==> src/rtl/fetch_unit.sv <==
// Instruction fetch: PC, one-outstanding imem requests, 2-entry {instr, pc} buffer to decode.
// Response in cycle k is visible to decode in k+1; requests issue only when the buffer can take the reply.
module fetch_unit #(
    parameter logic [31:0] RESET_PC = 32'h0000_0000,
    parameter logic [31:0] PC_STEP  = 32'd4
) (
    input  logic        iClk,
    input  logic        iRst,
    output logic        oImemReq,
    output logic [31:0] oImemAddr,
    input  logic        iImemValid,
    input  logic [31:0] iImemData,
    output logic [31:0] oInstruction,
    output logic        oInstrValid,
    output logic [31:0] oPc,
    input  logic        iStall,
    input  logic        iRedirect,
    input  logic [31:0] iRedirectPc,
    input  logic        iHalt,
    output logic        oHalted
);

    typedef enum logic {
        ST_RUN    = 1'b0,
        ST_HALTED = 1'b1
    } state_t;

    state_t      state_q, state_d;
    logic [31:0] fetch_pc_q, fetch_pc_d;
    logic [31:0] req_pc_q, req_pc_d;
    logic        outstanding_q, outstanding_d;
    logic        discard_q, discard_d;
    logic [1:0]  count_q, count_d;
    logic        head_q, head_d;
    logic        tail_q, tail_d;
    logic [31:0] buf_instr_q [2];
    logic [31:0] buf_instr_d [2];
    logic [31:0] buf_pc_q [2];
    logic [31:0] buf_pc_d [2];

    logic        run;
    logic        consume;
    logic [1:0]  count_after_pop;
    logic        resp;
    logic        redirect;
    logic        halt;
    logic        flush;
    logic        push;
    logic        pop;

    always_comb begin
        // Reset dominates everything, including the combinational outputs.
        run             = (state_q == ST_RUN) && !iRst;
        oInstrValid     = run && (count_q != 2'd0);
        oInstruction    = oInstrValid ? buf_instr_q[head_q] : 32'h0;
        oPc             = oInstrValid ? buf_pc_q[head_q] : 32'h0;
        oHalted         = (state_q == ST_HALTED) && !iRst;
        consume         = oInstrValid && !iStall;
        count_after_pop = count_q - {1'b0, consume};
        oImemReq        = run && !iRedirect && !outstanding_q && (count_after_pop != 2'd2);
        oImemAddr       = fetch_pc_q;

        resp     = iImemValid && outstanding_q && !iRst;
        redirect = run && iRedirect;
        halt     = run && !iRedirect && iHalt && consume;
        flush    = redirect || halt || (state_q == ST_HALTED);
        push     = resp && !discard_q && run && !flush;
        pop      = consume && !flush;

        state_d       = state_q;
        fetch_pc_d    = fetch_pc_q;
        req_pc_d      = req_pc_q;
        outstanding_d = outstanding_q;
        discard_d     = discard_q;
        head_d        = head_q;
        tail_d        = tail_q;
        buf_instr_d   = buf_instr_q;
        buf_pc_d      = buf_pc_q;

        if (oImemReq) begin
            outstanding_d = 1'b1;
            req_pc_d      = fetch_pc_q;
            fetch_pc_d    = fetch_pc_q + PC_STEP;
        end
        if (resp) begin
            outstanding_d = 1'b0;
            discard_d     = 1'b0;
        end
        // A reply still in flight belongs to the abandoned path.
        if (redirect) begin
            fetch_pc_d = iRedirectPc;
            if (outstanding_q && !iImemValid) begin
                discard_d = 1'b1;
            end
        end
        if (push) begin
            buf_instr_d[tail_q] = iImemData;
            buf_pc_d[tail_q]    = req_pc_q;
            tail_d              = ~tail_q;
        end
        if (pop) begin
            head_d = ~head_q;
        end
        count_d = count_q + {1'b0, push} - {1'b0, pop};
        if (flush) begin
            count_d = 2'd0;
            head_d  = 1'b0;
            tail_d  = 1'b0;
        end
        if (halt) begin
            state_d = ST_HALTED;
        end
    end

    always_ff @(posedge iClk) begin
        if (iRst) begin
            state_q       <= ST_RUN;
            fetch_pc_q    <= RESET_PC;
            req_pc_q      <= RESET_PC;
            outstanding_q <= 1'b0;
            discard_q     <= 1'b0;
            count_q       <= 2'd0;
            head_q        <= 1'b0;
            tail_q        <= 1'b0;
        end else begin
            state_q       <= state_d;
            fetch_pc_q    <= fetch_pc_d;
            req_pc_q      <= req_pc_d;
            outstanding_q <= outstanding_d;
            discard_q     <= discard_d;
            count_q       <= count_d;
            head_q        <= head_d;
            tail_q        <= tail_d;
        end
    end

    // Payload needs no reset: it is only visible while count is non-zero.
    always_ff @(posedge iClk) begin
        buf_instr_q <= buf_instr_d;
        buf_pc_q    <= buf_pc_d;
    end

endmodule

==> config.mk <==
export PLATFORM = sky130hd
export DESIGN_NAME = fetch_unit
export DESIGN_NICKNAME = d
export VERILOG_FILES = /design/src/rtl/fetch_unit.sv
export SDC_FILE = /design/constraint.sdc
export NUM_CORES = 1
export LEC_CHECK = 0
export CAP_MARGIN = 15
export CORE_MARGIN = 3
export CORE_UTILIZATION = 50
export CTS_BUF_LIST = sky130_fd_sc_hd__clkbuf_4
export CTS_CLUSTER_SIZE = 40
export DETAILED_ROUTE_END_ITERATION = 8
export PLACE_DENSITY = 0.78
export SLEW_MARGIN = 15
export SYNTH_ARGS = -nofsm -noshare
export SYNTH_HDL_FRONTEND = slang
export SYNTH_SLANG_ARGS = --single-unit
==> constraint.sdc <==
create_clock -name iClk -period 7.7 [get_ports iClk]
set_input_delay 1.54 -clock iClk [delete_from_list [all_inputs] [get_ports iClk]]
set_output_delay 1.54 -clock iClk [all_outputs]
set_load 0.1 [all_outputs]
# After elaboration in Yosys (flattened, before gate mapping)
# Index checks and enable logic that the tools add are counted.
# word_totals
reg_bits	199
out_inout_bits	99
# op_classes
add_sub_neg	4
magnitude_cmp	3
eq_ne	1
mux	17
bitwise_logic	5
n_reduce_logical	31
# ops
op	n
$mux W32	11
$bwmux W64	2
$add A32 B3 Y32 const B	1
$demux W32 S1	1
$logic_and A1 B1 Y1	18
$logic_not A1 Y1	7
$ge A2 B2 Y1 const B	2
$not A1 Y2	2
$reduce_bool A2 Y1	2
$reduce_or A2 Y1	2
$sub A2 B1 Y2	2
$mux W1	3
$not A1 Y1	3
$add A2 B1 Y2	1
$logic_or A1 B1 Y1	2
$lt A2 B1 Y1 const B	1
$ne A2 B2 Y1 const B	1

# Longest topological paths before layout
# Gate-level depths: netlist of the first run.
# logic_depth
depth_word	11
mapped_depth	11
depth_no_buf	10

# Least setup slack after synthesis of the first run
# Ideal clock, no wire load.
# synth_path
path_type	input-to-reg
start	in iRst
end	reg buf_instr_q[32] (netlist bit), enable pin
setup_time_ns	0.486
t_arrival_ns	4.969
slack_ns	2.245
path_stages	5
path_buffers	1
cell_sequence	clkbuf_1 > or3_1 > a21oi_1 > nand2_1 > nor2_1
# synth_between
elab_chain_len	9
word_cells_on_any_way	15
# synth_rtl
item	line_no	rtl
from (decl)	8	input logic iRst,
$logic_not A1 Y1 *	53, 63	
$logic_and A1 B1 Y1	53	run = (state_q == ST_RUN) && !iRst;
$logic_and A1 B1 Y1, on equally long branches	65, 54	
$logic_and A1 B1 Y1, on equally long branches	65, 58	
$logic_and A1 B1 Y1	65	halt = run && !iRedirect && iHalt && consume;
$logic_or A1 B1 Y1 (2 in series)	66	flush = redirect || halt || (state_q == ST_HALTED);
$logic_not A1 Y1	67	push = resp && !discard_q && run && !flush;
$logic_and A1 B1 Y1 *	67	
to (signal assigned)	139	buf_instr_q <= buf_instr_d;
to (decl)	36	logic [31:0] buf_instr_q [2];
# Mark *: on every way between the ends. The rest lies on a longest branch, timed or not.
# A chain may end at the register's enable or synchronous reset.

# Final worst setup path of the first run
# layout_path
start	in iRst
end	out oImemReq
# layout_between
elab_chain_len	7
word_cells_on_any_way	9
# layout_rtl
item	line_no	rtl
$logic_not A1 Y1 *	53	
$logic_and A1 B1 Y1 *	53	
$logic_and A1 B1 Y1	54	oInstrValid = run && (count_q != 2'd0);
$logic_and A1 B1 Y1	58	consume = oInstrValid && !iStall;
$sub A2 B1 Y2	59	count_after_pop = count_q - {1'b0, consume};
$ne A2 B2 Y1	60	oImemReq = run && !iRedirect && !outstanding_q && (count_after_pop != 2'd2);
$logic_and A1 B1 Y1 *	60	
to (decl)	9	output logic oImemReq,
# Marked as above.

==> results of run 1 <==
state kept, by name (all words and copies together) (netlist names):
register and flops:
count_q 2, buf_instr_q 64, buf_pc_q 64, oImemAddr 32
outstanding_q 1, tail_q 1, head_q 1, req_pc_q 32
discard_q 1, state_q 1
how the worst max path moves through the flow:
stage / start / slack, ns / depth (start not counted) / endpoint
4_1_cts: iRst / 1.99 / 4 / oPc[31]
3_3_place_gp: iRst / 2.01 / 4 / oPc[3]
5_1_grt: iRst / 1.92 / 9 / oImemReq
3_5_place_dp: iRst / 1.99 / 4 / oPc[31]
2_1_floorplan: iRst / 2.25 / 5 / buf_instr_q[32]
6_report: iRst / 2.17 / 9 / oImemReq
metal layers:
| metal | vias to the layer above | GRT usage |
|---|---|---|
| li1 | 2795 | - |
| met1 | 2769 | 0.264 |
| met2 | 224 | 0.342 |
| met3 | 27 | 0.0574 |
| met4 | 0 | 0.0710 |
| met5 | - | 0 |
cell usage after synthesis (3+ instances only):
| cell type | n | area [um^2] |
|---|---|---|
| a211oi_1 | 13 | 97.6 |
| a21oi_1 | 45 | 225 |
| a22oi_1 | 3 | 22.5 |
| a311oi_1 | 3 | 26.3 |
| a31oi_1 | 7 | 43.8 |
| and2_1 | 5 | 31.3 |
| and3_1 | 4 | 25.0 |
| buf_1 | 5 | 18.8 |
| buf_2 | 7 | 35.0 |
| clkbuf_1 | 31 | 116 |
| dfxtp_1 | 71 | 1420 |
| edfxtp_1 | 128 | 3840 |
| ha_1 | 4 | 50.1 |
| inv_1 | 11 | 41.3 |
| mux2i_1 | 65 | 651 |
| nand2_1 | 90 | 338 |
| nand3_1 | 10 | 50.1 |
| nand4_1 | 14 | 87.6 |
| nor2_1 | 99 | 372 |
| nor2b_1 | 3 | 18.8 |
| nor3_1 | 7 | 35.0 |
| nor4_1 | 7 | 43.8 |
| o211ai_1 | 3 | 22.5 |
| o21ai_0 | 6 | 30.0 |
| or3_1 | 8 | 50.1 |
| xnor2_1 | 10 | 87.6 |
| xor2_1 | 6 | 52.6 |
power by group through the flow:
| stage | registers, mW | clock network [mW] | logic, mW |
|---|---|---|---|
| 3_5_place_dp | 1.20 | 0 | 0.219 |
| 2_1_floorplan | 1.27 | 0 | 0.0584 |
| 3_3_place_gp | 1.20 | 0 | 0.216 |
| 5_1_grt | 1.18 | 0.566 | 0.231 |
| 4_1_cts | 1.17 | 0.522 | 0.220 |
| 6_report | 1.18 | 0.507 | 0.220 |
layout make-up:
type                       instances  area, um^2  area share
inverter                          11        41.3     0.00405
sequential                       199        5270       0.517
multi-input combinational        438        2620       0.257
clock inverter                    14         124      0.0121
clock buffer                      18         135      0.0132
tap                              211         264      0.0259
timing repair buffer             175        1750       0.171
kinds of logic after synthesis:
kind of cell | after synthesis | share of synthesized area
and+or+nand+nor | 261 | 0.148
DFF | 199 | 0.653
AOI/OAI and AO/OA | 92 | 0.0692
muxes | 65 | 0.0806
buffers and inverters | 54 | 0.0262
xor gates and xnor gates | 16 | 0.0174
adders and majority gates | 4 | 0.00620
metrics by stage:
step / worst slack, ns / std cells / power (mW) / utilization / instance area [um^2]
after floorplan: 2.25 / 691 / 1.33 / - / 8070
after global placement: 2.01 / 1033 / 1.41 / 0.640 / 9910
after detailed placement: 1.99 / 1033 / 1.42 / 0.640 / 9910
after CTS: 1.99 / 1065 / 1.92 / 0.657 / 10200
after global routing: 1.92 / 1066 / 1.98 / 0.659 / 10200
final: 2.17 / 1066 / 1.90 / 0.659 / 10200
==> impl_metrics.json, run 1 <==
{
  "status": "finished, final reports clean",
  "min_period_ns": 5.53,
  "start_kind": "input port",
  "rows": 45,
  "cp_top_family": "buffers and inverters",
  "synth_fp_nets": 765,
  "cts.path.max_buffers": 2,
  "clk_latency_ns": 0.57,
  "endpoint_kind": "primary output",
  "firstDrtPassIters": 5,
  "timing.final.crit_share": 0.719,
  "synthDistinctLibCells": 46,
  "place.gp.congestion": 0.826,
  "start_util": 0.521,
  "fin_setup_tns_ns": 0,
  "slowest_delay_ns": 0.69,
  "seq_power_share": 0.618,
  "groute.usage.overall": 0.207,
  "post_drt_via_cell_ratio": 5.45,
  "via_count": 5815,
  "cts_tree": "yes",
  "wl_met1_um": 7800,
  "hold-path-endpoint": "buf_pc_q[0]",
  "synth.yosys.seq_area_share": 0.653,
  "top_layer": "met4",
  "cts_setup_buffers": 0,
  "grt_start_max_net_pins": 71,
  "fmax_mhz": 181,
  "fillers": 1163,
  "hp-start": "req_pc_q[0]",
  "cts_resized": 0,
  "rsz0062_at_grt": "false",
  "peakVddDrop_mv": 0.0919,
  "cp_cell_sequence": "buf_2, buf_4, nor4_1, ha_1, xnor2_1, o21ai_4, buf_4, inv_2, buf_4",
  "path_common_cell": "buf_4",
  "slowest_stage": "nor4_1",
  "wl_met2_um": 8890,
  "skew_ns": 0.0207,
  "drt_wl_total_um": 18400,
  "wl_met3_um": 1360,
  "dieWidth_um": 133,
  "drive_above_1_share": 0.0596,
  "synth_edf_count": 128,
  "wire_per_inst_um": 17.3,
  "grt_overflow": 0,
  "die_y_um": 133,
  "antenna_found_initial": 0,
  "clkPwrFrac": 0.267,
  "timing.rr.end": "oImemAddr[30]",
  "hold_class": "flip-flop to flip-flop",
  "fin_nets": 916,
  "synth_ff_type": "edfxtp_1",
  "hold_violations": 0,
  "core_um2": 15500,
  "io_buffers": 168,
  "drt_iter0_drc": 433,
  "ctsHoldBuffers": 0,
  "timing.rr.start": "state_q",
  "io_pins": 169,
  "leakage_nw": 3.27,
  "cts_sinks": 199,
  "p_per_area_nw_per_um2": 186,
  "worstSetupPathType": "input port to primary output",
  "synth_cells": 691,
  "path_buf_inv": 5,
  "swShare": 0.270,
  "synthToLayoutAreaGrowth_pct": 26.4,
  "finalSetupViolCount": 0,
  "grt_pass1_vias": 5709,
  "antenna-diode-count": 0,
  "r2r_cells": 10,
  "synth_area_per_cell_um2": 11.7,
  "internal-power_mw": 1.39,
  "cts_root_buf": "clkbuf_4",
  "cp.required_ns": 6.16,
  "drv_slew": 0,
  "switchingPower_uw": 513,
  "max_slew_margin": 0.306,
  "netlist_area_um2": 8070,
  "yosys_warnings": 0,
  "place_hpwl_um": 11900,
  "power_frac_comb": 0.116,
  "layout_commonest_cell": "clkdlybuf4s50_1",
  "drv_cap": 0,
  "tightest_slew_ns": 1.04,
  "whs_ns": 0.471,
  "arrival_ns": 3.99,
  "drc": 0,
  "dieArea_um2": 17700,
  "numCtsBuffers": 17,
  "grt_pass1_wl_um": 29100,
  "synth_seq_cells": 199,
  "whs_path_depth": 0,
  "htree_levels": 4,
  "path_max_fanout": 70,
  "async_reset_ff_frac": 0,
  "clkSlewWorstSetupHoldPaths_ns": 0.14,
  "ant_nets": 0,
  "rrSetupSlack_ns": 4.19,
  "final_cell_mix": "166 x clkdlybuf4s50_1, 128 x edfxtp_1, 98 x nor2_1"
}
(Power assumes the default switching activity.)
==> inputs of run 2 (changes only) <==
--- a/config.mk
+++ b/config.mk
@@ -7,11 +7,11 @@
 export LEC_CHECK = 0
 export CAP_MARGIN = 15
 export CORE_MARGIN = 3
-export CORE_UTILIZATION = 50
+export CORE_UTILIZATION = 48
 export CTS_BUF_LIST = sky130_fd_sc_hd__clkbuf_4
 export CTS_CLUSTER_SIZE = 40
 export DETAILED_ROUTE_END_ITERATION = 8
-export PLACE_DENSITY = 0.78
+export PLACE_DENSITY = 0.79
 export SLEW_MARGIN = 15
 export SYNTH_ARGS = -nofsm -noshare
 export SYNTH_HDL_FRONTEND = slang
==> constraint.sdc (replaced) <==
create_clock -name iClk -period 4.6 [get_ports iClk]
set_input_delay 0.92 -clock iClk [delete_from_list [all_inputs] [get_ports iClk]]
set_output_delay 0.92 -clock iClk [all_outputs]
set_load 0.1 [all_outputs]
==> run 2 against run 1 <==
- hold slack improved by 0.0014 ns
- clock skew grew 0.00052 ns
- register-to-register slack got worse by 2.6 ns
- non-clock buffer count up 4
- critical endpoint unchanged
==> impl_metrics.json, run 2 (synthesis gave the netlist of run 1 again) <==
{
  "dieArea_um2": 18400,
  "core_um2": 16200,
  "fmax_mhz": 267,
  "leakage_nw": 3.46,
  "peakVddDrop_mv": 0.169,
  "start_util": 0.499,
  "finalSetupViolCount": 0,
  "final_cell_area_um2": 10200,
  "fillers": 1263,
  "groute.usage.overall": 0.198,
  "whs_ns": 0.472,
  "hold_violations": 0,
  "rrSetupSlack_ns": 1.63,
  "path_max_fanout": 4,
  "antenna-diode-count": 0,
  "grt_pass1_vias": 5506,
  "ctsHoldBuffers": 0,
  "cp_top_family": "buffers and inverters",
  "cts_resized": 0,
  "fin_setup_tns_ns": 0,
  "clk_latency_ns": 0.58,
  "cp_cell_sequence": "clkdlybuf4s50_1, nor4_1, ha_1, xnor2_1, o21ai_4, inv_2, buf_12",
  "cts_tree": "yes",
  "die_y_um": 136,
  "skew_ns": 0.0212,
  "area.sequential_um2": 5270,
  "timing.rr.start": "state_q",
  "drv_cap": 0,
  "firstDrtPassIters": 5,
  "drv_slew": 0,
  "hp-start": "req_pc_q[17]",
  "worstSetupPathDepth": 7,
  "cts_sinks": 199,
  "cp.required_ns": 3.68,
  "worstSetupPathType": "input port to primary output",
  "io_buffers": 168,
  "drive_above_1_share": 0.142,
  "cts_root_buf": "clkbuf_4",
  "cts.path.max_buffers": 2,
  "r2r_cells": 10,
  "final_cell_mix": "128 x edfxtp_1, 100 x clkdlybuf4s50_1, 98 x nor2_1",
  "grt_overflow": 0,
  "grt_pass1_wl_um": 28200,
  "multi_input_area_um2": 2620,
  "whs_path_depth": 0,
  "drt_wl_total_um": 17900,
  "place_hpwl_um": 12000,
  "finish.utilization": 0.628,
  "endpoint_kind": "primary output",
  "via_count": 5721,
  "hold_class": "flip-flop to flip-flop",
  "fin_nets": 920,
  "min_period_ns": 3.74,
  "ant_nets": 0,
  "post_drt_via_cell_ratio": 5.32,
  "path_buf_inv": 3,
  "start_kind": "input port",
  "hold-path-endpoint": "buf_pc_q[17]",
  "rsz0062_at_grt": "false",
  "drt_iter0_drc": 326,
  "slowest_stage": "nor4_1",
  "timing.rr.end": "count_q[1]",
  "clkSlewWorstSetupHoldPaths_ns": 0.16,
  "status": "finished, final reports clean",
  "timing.final.crit_share": 0.814,
  "wire_per_inst_um": 16.6,
  "fin_ws_ns": 0.857,
  "placed_area_um2": 9810,
  "io_pins": 169,
  "arrival_ns": 2.82,
  "p_per_area_nw_per_um2": 331,
  "grt_start_max_net_pins": 65,
  "numCtsBuffers": 17,
  "dpl_worst_slack_ns": 0.724,
  "layout_commonest_cell": "edfxtp_1",
  "place.gp.congestion": 0.879,
  "antenna_found_initial": 1,
  "slowest_delay_ns": 0.64,
  "drc": 0,
  "rows": 46,
  "max_slew_margin": 0.306,
  "htree_levels": 4,
  "dieWidth_um": 136,
  "cts_setup_buffers": 0,
  "largestRegisters": "buf_instr_q (64), buf_pc_q (64)",
  "tightest_slew_ns": 1.04,
  "synthToLayoutAreaGrowth_pct": 25.8
}
run 2: cell types whose count changed in the layout (fill, tap and decap cells not counted), moves of 2 or more:
cell             delta
clkdlybuf4s50_1    -66
inv_6               +4
clkinv_2            -3
buf_4              +69
bufinv_16           +2
buf_12              +2
clkinv_8            +2
run 2: worst max-delay path by stage:
| stage | slack, ns | from | to |
|---|---|---|---|
| after floorplan | 0.54 | iRst | oInstruction[13] |
| after global routing | 0.74 | iStall | oImemReq |
| after global placement | 0.78 | iStall | oImemAddr[9] |
| after detailed placement | 0.72 | iStall | oImemAddr[9] |
| after CTS | 0.86 | iStall | oImemReq |
| final | 0.86 | iStall | oImemReq |
run 2: final cells by class:
cell class                 instances  area share
multi-input combinational        438       0.258
inverter                          11     0.00407
timing repair buffer             179       0.159
tap                              216      0.0266
sequential                       199       0.519
clock inverter                    15      0.0207
clock buffer                      17      0.0126
run 2: worst register-to-register path, stage by stage, from the launching register on:
cell	delay, ns
dfxtp_1	0.42
or3_2	0.73
buf_4	0.37
nor3_1	0.27
nor3b_1	0.26
ha_1	0.27
inv_1	0.06
ha_1	0.16
xor2_1	0.17
xnor2_1	0.14
nor2_1	0.05
run 2: per-stage QoR:
step	instances	power, mW
CTS	1075	3.38
global placement	1043	2.37
detailed placement	1043	2.37
finish	1075	3.36
floorplan	691	2.23
global route	1075	3.48
run 2: routing by layer:
metal  track usage  routed length [um]  share of wire  vias up
met5             0                  13        0.00073        -
met4        0.0733                 388          0.022        2
met3        0.0605                1550          0.087       30
met2         0.319                8440           0.47      211
met1         0.252                7470           0.42     2675
li1              -                   -              -     2803
run 2: report_power, final:
part / total, mW / internal (mW) / switching [mW]
Sequential: 1.97 / 1.92 / 0.0421
Clock: 1.02 / 0.404 / 0.617
Combinational: 0.369 / 0.122 / 0.247
Total: 3.36 / 2.45 / 0.906
==> inputs of run 3 (changes only) <==
==> constraint.sdc (replaced) <==
create_clock -name iClk -period 3.1 [get_ports iClk]
set_input_delay 0.62 -clock iClk [delete_from_list [all_inputs] [get_ports iClk]]
set_output_delay 0.62 -clock iClk [all_outputs]
set_load 0.1 [all_outputs]
==> run 3 against run 2 <==
- routed wire length grew 2.5%
- cell count grew 1.1%
- core utilization rose by 5.6 points
- combinational power increased by 49%
- power is 46% higher
- design area rose by 8.9%
- flip-flop and latch count unchanged
- via count grew 0.56%
- non-clock buffer count rose by 12
==> impl_metrics.json, run 3 (synthesis gave the netlist of run 1 again) <==
{
  "max_slew_margin": 0.531,
  "grt_pass1_vias": 5451,
  "worstSetupStartpoint": "iStall",
  "power_frac_comb": 0.113,
  "grt_overflow": 0,
  "timing.rr.start": "state_q",
  "groute.usage.overall": 0.199,
  "cts_sinks": 199,
  "numCtsBuffers": 17,
  "clkPwrFrac": 0.289,
  "rows": 46,
  "fin_setup_tns_ns": 0,
  "status": "finished, final reports clean",
  "skew_ns": 0.0200,
  "die_y_um": 136,
  "arrival_ns": 2.36,
  "timing.final.crit_share": 0.961,
  "rsz0062_at_grt": "true",
  "hp-start": "iRst",
  "internal-power_mw": 3.64,
  "cts_setup_buffers": 0,
  "io_pins": 169,
  "final_cells": 1087,
  "endpoint_kind": "primary output",
  "tightest_slew_ns": 0.698,
  "clk_latency_ns": 0.55,
  "core_um2": 16200,
  "clkSlewWorstSetupHoldPaths_ns": 0.13,
  "start_kind": "input port",
  "hold_class": "input port to flip-flop",
  "drt_iter0_drc": 370,
  "cts.path.max_buffers": 2,
  "path_max_fanout": 10,
  "post_drt_via_cell_ratio": 5.29,
  "cts_tree": "yes",
  "place_hpwl_um": 12900,
  "synthToLayoutAreaGrowth_pct": 37.0,
  "timing.rr.end": "oImemAddr[21]",
  "min_period_ns": 2.98,
  "ant_nets": 0,
  "seq_power_share": 0.598,
  "firstDrtPassIters": 4,
  "drt_wl_total_um": 18300,
  "whs_path_depth": 2,
  "dieArea_um2": 18400,
  "dp_cells": 1055,
  "grt_start_max_net_pins": 67,
  "fin_nets": 932,
  "hold_violations": 0,
  "finalPower_mw": 4.89,
  "switchingPower_mw": 1.25,
  "peakVddDrop_mv": 0.241,
  "dieWidth_um": 136,
  "drv_cap": 0,
  "io_buffers": 168,
  "largestRegisters": "buf_instr_q (64), buf_pc_q (64)",
  "grt_pass1_wl_um": 28100,
  "cts_root_buf": "clkbuf_4",
  "via_count": 5753,
  "drv_slew": 0,
  "final_cell_mix": "128 x edfxtp_1, 90 x nand2_1, 87 x nor2_1",
  "htree_levels": 4,
  "worstSetupPathType": "input port to primary output",
  "swShare": 0.255,
  "p_per_area_nw_per_um2": 442,
  "antenna-diode-count": 0,
  "fin_ws_ns": 0.120,
  "finalSetupViolCount": 0,
  "place.gp.congestion": 0.908,
  "hold-path-endpoint": "req_pc_q[1]",
  "cp.required_ns": 2.48,
  "fmax_mhz": 336,
  "antenna_found_initial": 0,
  "whs_ns": 0.317,
  "leakage_nw": 3.74,
  "wire_per_inst_um": 16.8,
  "layout_commonest_cell": "edfxtp_1",
  "start_util": 0.499,
  "drive_above_1_share": 0.203,
  "dpl_worst_slack_ns": 0.0248,
  "rrSetupSlack_ns": 0.72,
  "drc": 0,
  "r2r_cells": 9
}
-- run 3: cell count changes in the layout (fill, tap and decap cells not counted), sizes merged --
cell,before,now
inv,20,14
buf,79,123
clkbuf,17,21
clkinvlp,0,2
clkdlybuf4s50,100,68
-- run 3: metal layers --
layer,wire length [um],global-route usage,up-vias
met1,7420,0.253,2730
met2,9000,0.329,184
met3,1660,0.0646,17
li1,-,-,2822
met4,225,0.0571,0
met5,0,0,-
-- run 3: repair_timing --
action                     CTS  global route
hold buffers                 0             0
gates resized for setup      0             2
hold endpoints to repair     0             0
setup endpoints to repair    0             7
-- run 3: power by group through the flow --
stage	logic [mW]	clock network (mW)	registers (mW)
after floorplan	0.146	0	3.17
after global placement	0.542	0	2.98
after detailed placement	0.550	0	2.98
after CTS	0.551	1.45	2.92
after global routing	0.579	1.55	2.93
final	0.550	1.41	2.92
-- run 3: worst max-delay path by stage --
stage	to	slack, ns
5_1_grt	oPc[17]	-0.04
3_3_place_gp	oImemAddr[29]	0.05
4_1_cts	oImemReq	0.05
3_5_place_dp	oImemAddr[29]	0.02
2_1_floorplan	oInstruction[13]	-0.36
6_report	oImemReq	0.12
-- run 3: worst max-delay path: stages --
cell and delay [ns]:
clkdlybuf4s50_1 0.43, nor4_2 0.33, ha_1 0.23, xnor2_1 0.17, o21ai_4 0.13, inv_2 0.23, buf_12 0.21
-- run 3: final cells by class --
class	instances	area, um^2
Inverter	11	41.3
Multi-Input combinational cell	438	2650
Clock inverter	11	150
Sequential cell	199	5270
Tap cell	216	270
Timing Repair Buffer	191	2510
Clock buffer	21	158
Fill cell	1147	5120
-- run 3: through the flow --
stage,utilization,area (um^2)
finish,0.683,11100
CTS,0.683,11000
floorplan,-,8100
global route,0.683,11100
global placement,0.664,10700
detailed placement,0.664,10700
